==> config.mk <==
export PLATFORM = sky130hd
export DESIGN_NAME = hafsa_sopc_cpu_dct_packer
export DESIGN_NICKNAME = d
export VERILOG_FILES = /design/src/rtl/hafsa_sopc_dct_pkg.sv /design/src/rtl/hafsa_sopc_dct_frame_reg.sv /design/src/rtl/hafsa_sopc_cpu_dct_packer.sv
export SDC_FILE = /design/constraint.sdc
export NUM_CORES = 1
export LEC_CHECK = 0
export ABC_AREA = 0
export BUFFER_PORTS_ARGS = -buffer_cell sky130_fd_sc_hd__buf_2
export CAP_MARGIN = 10
export CORE_UTILIZATION = 45
export CTS_BUF_LIST = sky130_fd_sc_hd__clkbuf_16
export CTS_CLUSTER_DIAMETER = 30
export CTS_CLUSTER_SIZE = 25
export DETAILED_ROUTE_END_ITERATION = 12
export GPL_TIMING_DRIVEN = 0
export HOLD_SLACK_MARGIN = 0.06
export PLACE_DENSITY = 0.72
export RECOVER_POWER = 100
export SYNTH_ARGS = -nofsm -noshare
export SYNTH_HDL_FRONTEND = slang
export SYNTH_SLANG_ARGS = --single-unit
==> constraint.sdc <==
create_clock -name clk -period 4.5 [get_ports clk]
set_input_delay 0.45 -clock clk [delete_from_list [all_inputs] [get_ports clk]]
set_output_delay 0.45 -clock clk [all_outputs]
set_load 0.005 [all_outputs]
==> src/rtl/hafsa_sopc_dct_pkg.sv <==
// Shared definitions for the DCT trace packer: atom/buffer geometry,
// trace atom encodings and the end-of-test FSM state type.
package hafsa_sopc_dct_pkg;

    localparam int ATOM_W = 2;
    localparam int BUF_W  = 30;
    localparam int SLOTS  = BUF_W / ATOM_W;
    localparam int CNT_W  = 4;

    // Trace atom encodings as produced by the CPU trace source
    typedef enum logic [ATOM_W-1:0] {
        ATOM_NONE      = 2'b00,
        ATOM_NOT_TAKEN = 2'b01,
        ATOM_TAKEN     = 2'b10,
        ATOM_EXCEPTION = 2'b11
    } atom_e;

    // End-of-test sequencing
    typedef enum logic [1:0] {
        ST_RUN   = 2'd0,
        ST_DRAIN = 2'd1,
        ST_ENDED = 2'd2
    } state_e;

endpackage

==> src/rtl/hafsa_sopc_dct_frame_reg.sv <==
// Single-entry valid/ready output register holding one packed trace frame.
// Contents stay stable while valid is high and the consumer is not ready.
module hafsa_sopc_dct_frame_reg #(
    parameter int DATA_W = 30,
    parameter int CNT_W  = 4
) (
    input  logic              clk,
    input  logic              reset,
    input  logic              load,
    input  logic [DATA_W-1:0] load_data,
    input  logic [CNT_W-1:0]  load_count,
    input  logic              ready,
    output logic              valid,
    output logic [DATA_W-1:0] data,
    output logic [CNT_W-1:0]  count
);

    // Capture a new frame on load; otherwise retire the held frame on acceptance
    always_ff @(posedge clk) begin
        // NOTE: the payload is reset too, not only valid, so the port reads all zeros after reset.
        if (reset) begin
            valid <= 1'b0;
            data  <= '0;
            count <= '0;
        end else if (load) begin
            valid <= 1'b1;
            data  <= load_data;
            count <= load_count;
        end else if (valid && ready) begin
            valid <= 1'b0;
        end
    end

endmodule

==> src/rtl/hafsa_sopc_cpu_dct_packer.sv <==
// Packs 2-bit CPU trace atoms into 30-bit frames (15 atoms per frame), hands
// full or flushed frames to the trace store over valid/ready, and drains the
// partial frame at end of test.
// Optional feature: define HAFSA_SOPC_DCT_DROP_CNT_EN to add a saturating
// 16-bit drop_count output counting discarded atoms.
module hafsa_sopc_cpu_dct_packer
    import hafsa_sopc_dct_pkg::*;
#(
    parameter int ATOM_W = hafsa_sopc_dct_pkg::ATOM_W,
    parameter int BUF_W  = hafsa_sopc_dct_pkg::BUF_W,
    parameter int CNT_W  = hafsa_sopc_dct_pkg::CNT_W
) (
    input  logic              clk,
    input  logic              reset,
    input  logic              atom_valid,
    input  logic [ATOM_W-1:0] atom_code,
    input  logic              flush,
    input  logic              end_test_req,
    output logic              frame_valid,
    output logic [BUF_W-1:0]  frame_data,
    output logic [CNT_W-1:0]  frame_count,
    input  logic              frame_ready,
    output logic [BUF_W-1:0]  dct_buffer,
    output logic [CNT_W-1:0]  dct_count,
    output logic              overflow,
`ifdef HAFSA_SOPC_DCT_DROP_CNT_EN
    output logic [15:0]       drop_count,
`endif
    output logic              test_ending,
    output logic              test_has_ended
);

    localparam int              NUM_SLOTS = BUF_W / ATOM_W;
    localparam logic [CNT_W-1:0] FULL_CNT = CNT_W'(NUM_SLOTS);

    state_e           state;
    logic [BUF_W-1:0] buf_q;
    logic [CNT_W-1:0] cnt_q;
    logic             flush_pend;
    logic             overflow_q;

    logic run;
    logic full;
    logic flush_req;
    logic do_xfer;
    logic take;
    logic drop;

    // Transfer, accept and drop decisions for the current cycle
    always_comb begin
        // NOTE: every signal gets a default first, so no path leaves one unassigned and no latch is inferred.
        run       = 1'b0;
        full      = 1'b0;
        flush_req = 1'b0;
        do_xfer   = 1'b0;
        take      = 1'b0;
        drop      = 1'b0;

        run       = (state == ST_RUN);
        full      = (cnt_q == FULL_CNT);
        flush_req = flush_pend || (state == ST_DRAIN);
        // Never move an empty buffer; only move when the frame register is free or emptying.
        do_xfer   = (full || flush_req) && (cnt_q != '0) && (!frame_valid || frame_ready);
        // A transfer frees slot 0 in the same cycle, so a full buffer can still take an atom.
        take      = run && atom_valid && (do_xfer || !full);
        drop      = run && atom_valid && full && !do_xfer;
    end

    // Packing buffer and atom count
    always_ff @(posedge clk) begin
        // NOTE: sequential state uses non-blocking assignments so every register updates from pre-edge values.
        if (reset) begin
            buf_q <= '0;
            cnt_q <= '0;
        end else if (do_xfer) begin
            if (take) begin
                buf_q <= BUF_W'(atom_code);
                cnt_q <= CNT_W'(1);
            end else begin
                buf_q <= '0;
                cnt_q <= '0;
            end
        end else if (take) begin
            buf_q[ATOM_W*cnt_q +: ATOM_W] <= atom_code;
            cnt_q <= cnt_q + CNT_W'(1);
        end
    end

    // Pending flush: set by a RUN-state flush, cleared by a transfer or an empty buffer
    always_ff @(posedge clk) begin
        if (reset) begin
            flush_pend <= 1'b0;
        end else if (run && flush) begin
            flush_pend <= 1'b1;
        end else if (do_xfer || (cnt_q == '0)) begin
            flush_pend <= 1'b0;
        end
    end

    // Sticky overflow flag
    always_ff @(posedge clk) begin
        if (reset) begin
            overflow_q <= 1'b0;
        end else if (drop) begin
            overflow_q <= 1'b1;
        end
    end

`ifdef HAFSA_SOPC_DCT_DROP_CNT_EN
    // Saturating count of dropped atoms
    always_ff @(posedge clk) begin
        if (reset) begin
            drop_count <= '0;
        end else if (drop && (drop_count != 16'hFFFF)) begin
            drop_count <= drop_count + 16'd1;
        end
    end
`endif

    // End-of-test FSM with registered status outputs
    always_ff @(posedge clk) begin
        if (reset) begin
            state          <= ST_RUN;
            test_ending    <= 1'b0;
            test_has_ended <= 1'b0;
        end else begin
            case (state)
                ST_RUN: begin
                    if (end_test_req) begin
                        state       <= ST_DRAIN;
                        test_ending <= 1'b1;
                    end
                end
                ST_DRAIN: begin
                    if ((cnt_q == '0) && !frame_valid) begin
                        state          <= ST_ENDED;
                        test_ending    <= 1'b0;
                        test_has_ended <= 1'b1;
                    end
                end
                ST_ENDED: begin
                    state <= ST_ENDED;
                end
                default: begin
                    state          <= ST_RUN;
                    test_ending    <= 1'b0;
                    test_has_ended <= 1'b0;
                end
            endcase
        end
    end

    hafsa_sopc_dct_frame_reg #(
        .DATA_W (BUF_W),
        .CNT_W  (CNT_W)
    ) u_frame_reg (
        .clk        (clk),
        .reset      (reset),
        .load       (do_xfer),
        .load_data  (buf_q),
        .load_count (cnt_q),
        .ready      (frame_ready),
        .valid      (frame_valid),
        .data       (frame_data),
        .count      (frame_count)
    );

    assign dct_buffer = buf_q;
    assign dct_count  = cnt_q;
    assign overflow   = overflow_q;

endmodule

==> results.sh <==
export IMPL_yosysTopAreaCellShare=0.487
export IMPL_syn_area_um2=3090
export IMPL_vias=2965
export IMPL_critPathKind="flop to flop"
export IMPL_rsz0062_at_grt="false"
export IMPL_drive_gt1_frac=0.185
export IMPL_diodes=0
export IMPL_synth_nets=374
export IMPL_powerDensity_nw_per_um2=488
export IMPL_hold_viol_final=0
export IMPL_drt_iter0_markers=281
export IMPL_initial_utilization=0.475
export IMPL_ys_ff_latch=75
export IMPL_postCtsHoldBufs=0
export IMPL_drt_pass1_iterations=10
export IMPL_dp_hpwl_um=5580
export IMPL_min_period_ns=3.21
export IMPL_worstMarginPinSlew_ns=1.23
export IMPL_grt_pass1_vias=2756
export IMPL_critPathSlowestCell="nor4b_1"
export IMPL_grt_busiest_layer="met2"
export IMPL_cts_tree="built"
export IMPL_grt_overflow=0
export IMPL_worst_slack_ns=1.29
export IMPL_async_reset_ff_frac=0
export IMPL_met1_usage=0.307
export IMPL_path_clk_slew_ns=0.06
export IMPL_ys_types=49
export IMPL_clock_sinks=75
export IMPL_routedWlPerCell_um=15.1
export IMPL_cts_made_buffers=9
export IMPL_regArea_um2=1500
export IMPL_grt_met3_usage=0.0560
export IMPL_cts_setup_buffers=0
export IMPL_routed_wl_um=8020
export IMPL_crit_chain="inv_1, ha_1, or3b_1, nor4b_1, nand3_1, nand3_1, o21ai_0"
export IMPL_slew_violations=0
export IMPL_dieArea_um2=7190
export IMPL_gp_congestion=0.864
export IMPL_clockBufferDepth=2
export IMPL_setup_viol=0
export IMPL_met2_usage=0.382
export IMPL_skew_ns=0.00341
export IMPL_yosysSeqAreaShare=0.487
export IMPL_multi_input_area_um2=1420
export IMPL_vdd_drop_max_mv=0.227
export IMPL_fillers=611
export IMPL_tns_ns=0
export IMPL_synth_most_common_cell="nand2_1"
export IMPL_ant_nets=0
export IMPL_path_common_cell="nand3_1"
export IMPL_cp_required_ns=4.72
export IMPL_antenna_found_initial=0
export IMPL_synth_edf_count=0
export IMPL_htree_levels=3
export IMPL_synth_cells=360
export IMPL_via_per_inst=5.58
export IMPL_dp_slack_ns=1.83
export IMPL_startpoint_type="flop"
export IMPL_grt_max_degree=14
export IMPL_yosys_top_cells_area="dfxtp_1, nand2_1, a21oi_1, nand3_1, a32o_1"
export IMPL_slowest_delay_ns=1.02
export IMPL_fin_crit_sh=0.714
export IMPL_cts_resized=0
export IMPL_clock_fmax_mhz=311
export IMPL_grt_pass1_wl_um=13400
export IMPL_track_usage=0.237
export IMPL_hold_path_class="input port to flop"
export IMPL_coreArea_um2=6490
export IMPL_syn2layout_area_growth_pct=24.7
export IMPL_io_buffers=78
export IMPL_leakagePower_nw=1.54
export IMPL_cap_violations=0
export IMPL_synth_ff_type="dfxtp_1"
export IMPL_fin_nets=463
export IMPL_rows=29
export IMPL_postSynthAreaPerCell_um2=8.57
export IMPL_synth_common_cells="nand2_1, dfxtp_1, a21oi_1"
export IMPL_yosysTopAreaCell="dfxtp_1"
export IMPL_root_buffer="clkbuf_16"
export IMPL_die_w_um=84.8
export IMPL_cp_arrival_ns=3.43
export IMPL_synth_warnings=0
export IMPL_fp_dieH_um=84.8
export IMPL_ios=80
export IMPL_clk_latency_ns=0.34
export IMPL_drcViolationCount=8
export IMPL_cp_max_fo=10
export IMPL_status="complete, but fails checks"
export IMPL_cp_end_kind="flop"
export IMPL_violations="design-rule violations"
export IMPL_slew_headroom=0.166
## cells in the final DEF (no fill, tap or decap), types with 2 or more instances in the layout
cell type,n
a21oi_1,39
a31oi_1,2
a32o_1,9
a32oi_1,2
and2_1,2
and3_1,4
buf_2,62
bufinv_16,3
clkbuf_1,36
clkbuf_16,9
dfxtp_1,75
ha_1,6
inv_1,12
mux2i_1,4
nand2_1,83
nand2b_1,2
nand3_1,25
nand3b_1,2
nand4_1,5
nor2_1,16
nor2b_1,3
nor3_1,4
nor4b_1,3
o21ai_0,19
xnor2_1,3
## report_power, final
group	internal [mW]	switching, mW	leakage [nW]
combinational	0.115	0.225	0.768
clock	0.541	0.279	0.171
sequential	0.687	0.0298	0.605
## per-stage QoR
stage	std cells	hold slack, ns	total power, mW	utilization	instance area [um^2]
after floorplan	360	0.453	0.992	-	3090
after global placement	515	0.439	1.08	0.550	3570
after detailed placement	515	0.444	1.09	0.550	3570
after CTS	531	0.354	1.90	0.603	3910
after global routing	531	0.385	1.96	0.593	3850
final	531	0.347	1.88	0.593	3850
## path summary, 6_finish.rpt
| check | startpoint | to | slack, ns | depth (start not counted) |
|---|---|---|---|---|
| max | dct_count[0] | dct_buffer[26] | 1.29 | 7 |
| min reg2reg | u_frame_reg.data[15] | u_frame_reg.data[15] | 0.45 | 2 |
| max reg2reg | dct_count[0] | dct_buffer[26] | 1.29 | 7 |
| min | flush | flush_pend | 0.35 | 3 |
## state kept, by name, indices dropped and copies added (netlist names)
register,cells
dct_buffer,30
dct_count,4
flush_pend,1
overflow,1
state,2
test_ending,1
test_has_ended,1
u_frame_reg.count,4
u_frame_reg.data,30
u_frame_reg.valid,1
## critical path, delay by kind of cell (launching register included)
kind                       cells  cell delay (ns)
and+or+nand+nor                4             1.83
DFF                            1             0.62
adders and majority gates      1             0.34
buffers and inverters          1             0.21
AOI/OAI and AO/OA              1             0.09
## cell type report
class                      instances  area share
inverter                          11      0.0107
clock buffer                       9      0.0585
timing repair buffer              78      0.0943
tap                               77      0.0250
multi-input combinational        254       0.370
buffer                            20      0.0215
sequential                        75       0.390
clock inverter                     7      0.0302
## cells by family (layout without fill, tap and decap cells)
family	after synthesis	after routing	synth area share
simple gates	155	155	0.240
compound gates	85	85	0.184
flops	75	75	0.487
buf+inv	31	125	0.0406
fa+ha+maj	6	6	0.0243
xor+xnor	4	4	0.0114
mux	4	4	0.0130
## per-layer routing
layer | up-vias | share of wire
li1 | 1443 | -
met4 | 0 | 0.023
met3 | 13 | 0.075
met5 | - | 0
met2 | 131 | 0.46
met1 | 1378 | 0.44
Note: power is estimated with default switching activity, not from simulation.
